File: src/rtl/mem_arb_pkg.sv
// Shared types for the unified instruction/data memory port arbiter.
// Holds the arbiter state encoding and streak-counter sizing helpers.
package mem_arb_pkg;

    typedef enum logic [1:0] {
        ARB_IDLE,
        ARB_I_WAIT,
        ARB_D_WAIT
    } arb_state_e;

    localparam int ARB_D_STREAK_MAX = 4;
    localparam int ARB_STREAK_W = $clog2(ARB_D_STREAK_MAX + 1);

    // Counter width for an arbitrary streak limit set by the instantiating module.
    function automatic int arb_streak_w(input int max_count);
        return $clog2(max_count + 1);
    endfunction

endpackage

File: src/rtl/streak_counter.sv
// Saturating up-counter with synchronous clear, used to bound how many
// consecutive data grants may starve a waiting instruction fetch.
module streak_counter #(
    parameter int MAX = 4,
    parameter int W   = 3
) (
    input  logic         clk,
    input  logic         rst,
    input  logic         inc,
    input  logic         clr,
    output logic [W-1:0] count
);

    logic at_max;

    assign at_max = (count == W'(MAX));

    always_ff @(posedge clk or posedge rst) begin
        if (rst) begin
            count <= '0;
        end else if (clr) begin
            count <= '0;
        end else if (inc && !at_max) begin
            count <= count + 1'b1;
        end
    end

endmodule

File: src/rtl/mem_port_arbiter.sv
// Arbitrates one single-port synchronous-read memory between the fetch port
// and the load/store port; data has priority, bounded by a streak counter.
module mem_port_arbiter
    import mem_arb_pkg::*;
#(
    parameter int ADDR_W       = 32,
    parameter int DATA_W       = 32,
    parameter int D_STREAK_MAX = 4
) (
    input  logic              clk,
    input  logic              rst,
    input  logic              i_req,
    input  logic [ADDR_W-1:0] i_addr,
    input  logic              i_flush,
    output logic              i_ready,
    output logic [DATA_W-1:0] i_rdata,
    input  logic              d_req,
    input  logic              d_we,
    input  logic [ADDR_W-1:0] d_addr,
    input  logic [DATA_W-1:0] d_wdata,
    output logic              d_ready,
    output logic [DATA_W-1:0] d_rdata,
    output logic              mem_en,
    output logic              mem_we,
    output logic [ADDR_W-1:0] mem_addr,
    output logic [DATA_W-1:0] mem_din,
    input  logic [DATA_W-1:0] mem_dout
);

    localparam int SW = arb_streak_w(D_STREAK_MAX);

    arb_state_e state, state_next;

    logic          fetch_elig;
    logic          data_elig;
    logic          grant_i;
    logic          grant_d;
    logic          streak_full;
    logic [SW-1:0] d_streak;

    always_ff @(posedge clk or posedge rst) begin
        if (rst) begin
            state <= ARB_IDLE;
        end else begin
            state <= state_next;
        end
    end

    // A port whose access completes this cycle is not eligible again yet.
    always_comb begin
        fetch_elig  = i_req && (state != ARB_I_WAIT);
        data_elig   = d_req && (state != ARB_D_WAIT);
        streak_full = (d_streak == SW'(D_STREAK_MAX));
        grant_i     = fetch_elig && (!data_elig || streak_full);
        grant_d     = data_elig && !grant_i;
    end

    always_comb begin
        state_next = ARB_IDLE;
        mem_en     = 1'b0;
        mem_we     = 1'b0;
        mem_addr   = d_addr;
        mem_din    = d_wdata;
        if (grant_d) begin
            state_next = ARB_D_WAIT;
            mem_en     = 1'b1;
            mem_we     = d_we;
        end else if (grant_i) begin
            state_next = ARB_I_WAIT;
            mem_en     = 1'b1;
            mem_addr   = i_addr;
        end
        if (rst) begin
            mem_en = 1'b0;
            mem_we = 1'b0;
        end
    end

    // A flush during the fetch completion cycle drops the fetched word.
    assign i_ready = !rst && (state == ARB_I_WAIT) && !i_flush;
    assign d_ready = !rst && (state == ARB_D_WAIT);
    assign i_rdata = mem_dout;
    assign d_rdata = mem_dout;

    streak_counter #(
        .MAX(D_STREAK_MAX),
        .W  (SW)
    ) u_streak (
        .clk  (clk),
        .rst  (rst),
        .inc  (grant_d && i_req),
        .clr  (grant_i || !i_req),
        .count(d_streak)
    );

endmodule

File: config.mk
export PLATFORM = sky130hd
export DESIGN_NAME = mem_port_arbiter
export DESIGN_NICKNAME = d
export VERILOG_FILES = /design/src/rtl/mem_arb_pkg.sv /design/src/rtl/streak_counter.sv /design/src/rtl/mem_port_arbiter.sv
export SDC_FILE = /design/constraint.sdc
export NUM_CORES = 1
export LEC_CHECK = 0
export ABC_AREA = 0
export BUFFER_PORTS_ARGS = -buffer_cell sky130_fd_sc_hd__buf_2
export CAP_MARGIN = 10
export CORE_AREA = 2 2 103 105
export DETAILED_ROUTE_END_ITERATION = 10
export DIE_AREA = 0 0 105 107
export HOLD_SLACK_MARGIN = 0.03
export MAX_ROUTING_LAYER = met4
export PLACE_DENSITY = 0.61
export SLEW_MARGIN = 15
export SYNTH_ARGS = -nofsm -noshare
export SYNTH_HDL_FRONTEND = slang
export SYNTH_SLANG_ARGS = --single-unit
File: constraint.sdc
create_clock -name clk -period 2.2 [get_ports clk]
set_input_delay 0.11 -clock clk [delete_from_list [all_inputs] [get_ports clk]]
set_output_delay 0.11 -clock clk [all_outputs]
set_load 0.02 [all_outputs]
=== Word-level counts from Yosys, hierarchy flattened ===
Index checks and enable logic that the tools add are counted.

* Add/sub/neg operators: 1
* Mux-type cells: 11
* Reductions and logical operators: 18
* Eq/ne operators: 5

{| class="wikitable"
|+ Operators with widths
! operator !! number
|-
| two-way mux 32 bit || 2
|-
| logical AND 1 bit || 9
|-
| logical NOT 1 bit || 6
|-
| two-way mux 1 bit || 6
|-
| two-way mux 3 bit || 2
|-
| adder 3 x 1 -> 3 bit (second input constant) || 1
|-
| == test 3 bit (second input constant) || 1
|-
| == test 2 x 1 -> 1 bit (second input constant) || 1
|-
| == test 2 bit (second input constant) || 1
|-
| logical OR 1 bit || 2
|-
| two-way mux 2 bit || 1
|-
| != test 2 x 1 -> 1 bit (second input constant) || 1
|-
| != test 2 bit (second input constant) || 1
|-
| nonzero test 2 bit || 1
|}

* Input port bits: 134
* Word-level logic and storage cells: 37
* Flip-flop bits (word level): 5
* Output and inout bits: 132

=== Longest topological paths before layout ===
* Word-level depth: 11
* Depth in mapped cells: 7

=== Hierarchy ===
Synthesis repeated with hierarchy kept, for this count alone.

* Cells, all modules: 169
* Area total of the unflattened synthesis: 1487.7 um^2

{| class="wikitable"
|+ Modules (own cells, without submodules)
! module !! area each (um^2) !! cells an instance !! times used
|-
| mem_port_arbiter || 1290.0 || 151 || 1
|-
| streak_counter || 197.7 || 18 || 1
|}

=== Worst setup path before layout ===
No wires, ideal clock.

* Path kind: flip-flop to output port
* Start point: register u_streak.count[0]
* End point: output port mem_addr[13]
* Cell stages (with the launch flop): 8
* Data required time: 2.090 ns
* Setup slack: 0.391 ns
* Data arrival time: 1.699 ns
* Buffers on the path: 1
* Cells stage by stage: dfrtp_1 inv_1 ha_1 a21boi_2 a21oi_2 o21ai_4 buf_6 mux2_1

* Cells in the longest elaborated chain, start to end: 6
* Elaborated cells between the ends (all ways): 7

{| class="wikitable"
|+ RTL lines
! element !! line !! RTL
|-
| from (decl) || streak_counter.sv:11 || <nowiki>output logic [W-1:0] count</nowiki>
|-
| from (signal assigned) || streak_counter.sv:24 || <nowiki>count <= count + 1'b1;</nowiki>
|-
| == test 3 bit * || mem_port_arbiter.sv:53 || <nowiki>streak_full = (d_streak == SW'(D_STREAK_MAX));</nowiki>
|-
| logical OR 1 bit * || mem_port_arbiter.sv:54 || <nowiki>grant_i = fetch_elig && (!data_elig || streak_full);</nowiki>
|-
| logical AND 1 bit * || mem_port_arbiter.sv:54 ||
|-
| logical NOT 1 bit || mem_port_arbiter.sv:55 || <nowiki>grant_d = data_elig && !grant_i;</nowiki>
|-
| logical AND 1 bit || mem_port_arbiter.sv:55 ||
|-
| two-way mux 32 bit * || mem_port_arbiter.sv:64 || <nowiki>if (grant_d) begin</nowiki>
|-
| to (decl) || mem_port_arbiter.sv:25 || <nowiki>output logic [ADDR_W-1:0] mem_addr,</nowiki>
|}

Mark *: on every way between the ends. The rest lies on a longest branch, timed or not.

=== Final worst setup path ===
* Start point: register u_streak.count[1]
* End point: output port mem_addr[27]

Same word-level chain as after synthesis.

==> impl_metrics.toml <==
[pwr]
comb_power_share_pct = 63.4
finalPower_uw = 749
p_sw_share_pct = 36.2
p_sw_uw = 271
p_clk_share_pct = 22.7
p_int_uw = 478
power_density_nw_per_um2 = 416
p_leak_nw = 0.937
irDropWorstVdd_mv = 0.0979
power_frac_seq_pct = 13.9

[drt]
drtAntennaViolNets = 0
wire_per_inst_um = 14.6
vias_per_cell = 3.53
drt-total-wl_um = 4850
dr.pass1.iters = 4
vias = 1172
drt_iter0_markers = 35
drc = 0

[clock_network]
clock-sinks = 5
clk_latency_ns = 0.22
cts-htree-levels = 1
numCtsBuffers = 3
root_buffer = "clkbuf_8"
clk_pin_slew_worst_paths_ns = 0.03
clk_path_buf_depth = 2
cts_tree = "done"

[critical_path]
critPathCaptureType = "output pin"
crit_type = "reg -> out"
worstPathRequired_ns = 2.09
critPathMaxFanout = 5
worstPathArrival_ns = 2.14
start_kind = "flip-flop"

[floorplanning]
io_pins = 266
fp.coreArea_um2 = 10100
die_w_um = 105
start_util_pct = 14.5
fp.dieH_um = 107
core.rowCount = 37
die_area_um2 = 11200

[layout]
nets = 333
drive_gt1_share_pct = 81.1
area_delta_synth_final_pct = 22.7
diodes = 0

[timing]
min_period_ns = 2.25
setup_ws_ns = -0.0450
worstMarginPinSlew_ns = 0.244
fmax_ghz = 0.445
grt_setup_unrepaired = "true"
maxSlewHeadroom_pct = 83.7
setup_viol_count_final = 12
hold-worst-slack_ns = 0.202
finalCritPeriodShare_pct = 102
timing.final.hold_violations = 0
skew_ns = 0.00162
finalMaxSlewViolations = 0

[job]
cap_violations = 0

[grt]
grt_max_degree = 11
grt_pass1_vias = 1216
grt_first_pass_wirelength_um = 6710
track_usage_pct = 8.00
antenna_found_initial = 0
overflow = 0

[synthesis]
synth_cell_types = 24
avgSynthCellArea_um2 = 8.63
yosysWarnings = 0
syn_nets = 306
ys_seq_elements = 5
netlist_instances = 170
syn_area_um2 = 1470
seq_area_frac_synth_pct = 8.53

[place]
port-buffer-count = 105
pre_cts_ws_ns = 0.157
dpl.hpwl_um = 3750
gp_congestion = 0.775

[hold_path]
hold_class = "in -> reg"

[status]
status = "finished with violations"
violations = "negative setup slack"
-- worst paths after layout --
path	from	end	slack, ns	cells after the start
max	u_streak.count[1]	mem_addr[27]	-0.05	10
min	i_req	u_streak.count[0]	0.20	2
max reg2reg	u_streak.count[1]	state[0]	0.39	11
min reg2reg	u_streak.count[0]	u_streak.count[0]	0.72	3
max in group asynchronous	rst	u_streak.count[1]	1.62	3
min in group asynchronous	rst	state[1]	0.39	3
-- critical path, cell delays in order, from the launching register on --
cell and delay [ns]:
dfrtp_1 0.35, inv_1 0.05, ha_2 0.20, a21boi_4 0.20, a21oi_4 0.09, o21ai_4 0.22, buf_12 0.14, buf_12 0.09
buf_16 0.11, mux2_4 0.30, buf_6 0.13
-- layout by cell type, fill, tap and decap left out, types with 2 or more instances in the layout --
cell,netlist,layout
a32oi_1,2,2
buf_12,0,4
buf_2,0,92
buf_4,96,9
buf_6,3,14
clkbuf_8,0,3
dfrtp_1,5,5
inv_1,5,5
mux2_1,4,2
mux2_2,28,17
mux2_4,0,13
nor2_1,4,3
nor2b_1,4,4
nor3_1,4,4
-- repair_timing --
action / in CTS / in global routing
gates resized for setup: 27 / 21
setup buffers: 9 / 4
cloned: 3 / 0
hold buffers: 1 / 0
setup endpoints to repair: 16 / 32
hold endpoints to repair: 5 / 0
pin swaps: 3 / 4
-- Yosys cell counts (all sizes together) --
library cell	instances	area [um^2]
nor3	4	20.0
nor2b	4	25.0
dfrtp	5	125
and2	1	6.26
o21ai	1	16.3
mux2	32	360
a21bo	1	10.0
a21oi	2	13.8
a21boi	1	11.3
and3	1	6.26
a32oi	2	17.5
ha	2	25.0
nand2b	1	6.26
nand2	1	3.75
nor2	4	15.0
buf	99	754
maj3	1	10.0
xor2	1	8.76
nand3	1	5.00
o21a	1	7.51
inv	5	18.8
-- per-layer routing --
layer  up-vias  routed length (um)  global-route usage [%]
met5         -                   0                       -
met4         0                  76                    2.76
met3        16                 507                    2.43
met2       111                2680                    15.4
met1       534                1590                    7.54
li1        511                   -                       -
-- cell type report --
type,count,area [um^2]
tap,136,170
fill,1165,8290
timing repair buffer,121,803
clock buffer,4,45.0
inverter,5,18.8
sequential,5,125
multi-input combinational,61,637
-- state kept, by name (all words and copies together) (netlist names) --
signal / flops
u_streak.count: 3
state: 2
-- stage by stage --
stage / utilization, % / TNS [ns] / instances / area [um^2]
after global placement: 14.2 / 0 / 314 / 1440
after global routing: 17.8 / -2.17 / 332 / 1800
after detailed placement: 14.2 / 0 / 314 / 1440
after CTS: 17.3 / -0.596 / 330 / 1740
final: 17.8 / -0.352 / 332 / 1800
after floorplan: - / 0 / 170 / 1470
-- cells by family (layout without fill, tap and decap cells) --
kind of cell / after synthesis / in the layout / share of synthesized area (%)
flip-flops: 5 / 5 / 8.53
multiplexers: 32 / 32 / 24.6
buffers and inverters: 104 / 130 / 52.7
AO/OA/AOI/OAI: 8 / 8 / 5.21
AND/OR/NAND/NOR: 17 / 17 / 5.97
adder cells (fa/ha/maj): 3 / 3 / 2.39
XOR/XNOR: 1 / 1 / 0.597
-- power by group through the flow --
stage          clock (mW)  sequential (mW)  combinational (mW)
3_5_place_dp            0            0.105               0.357
3_3_place_gp            0            0.105               0.352
5_1_grt             0.180            0.105               0.505
2_1_floorplan           0            0.103               0.468
6_report            0.170            0.104               0.475
4_1_cts             0.172            0.103               0.461
No activity file was read; power rests on OpenSTA's default activity.
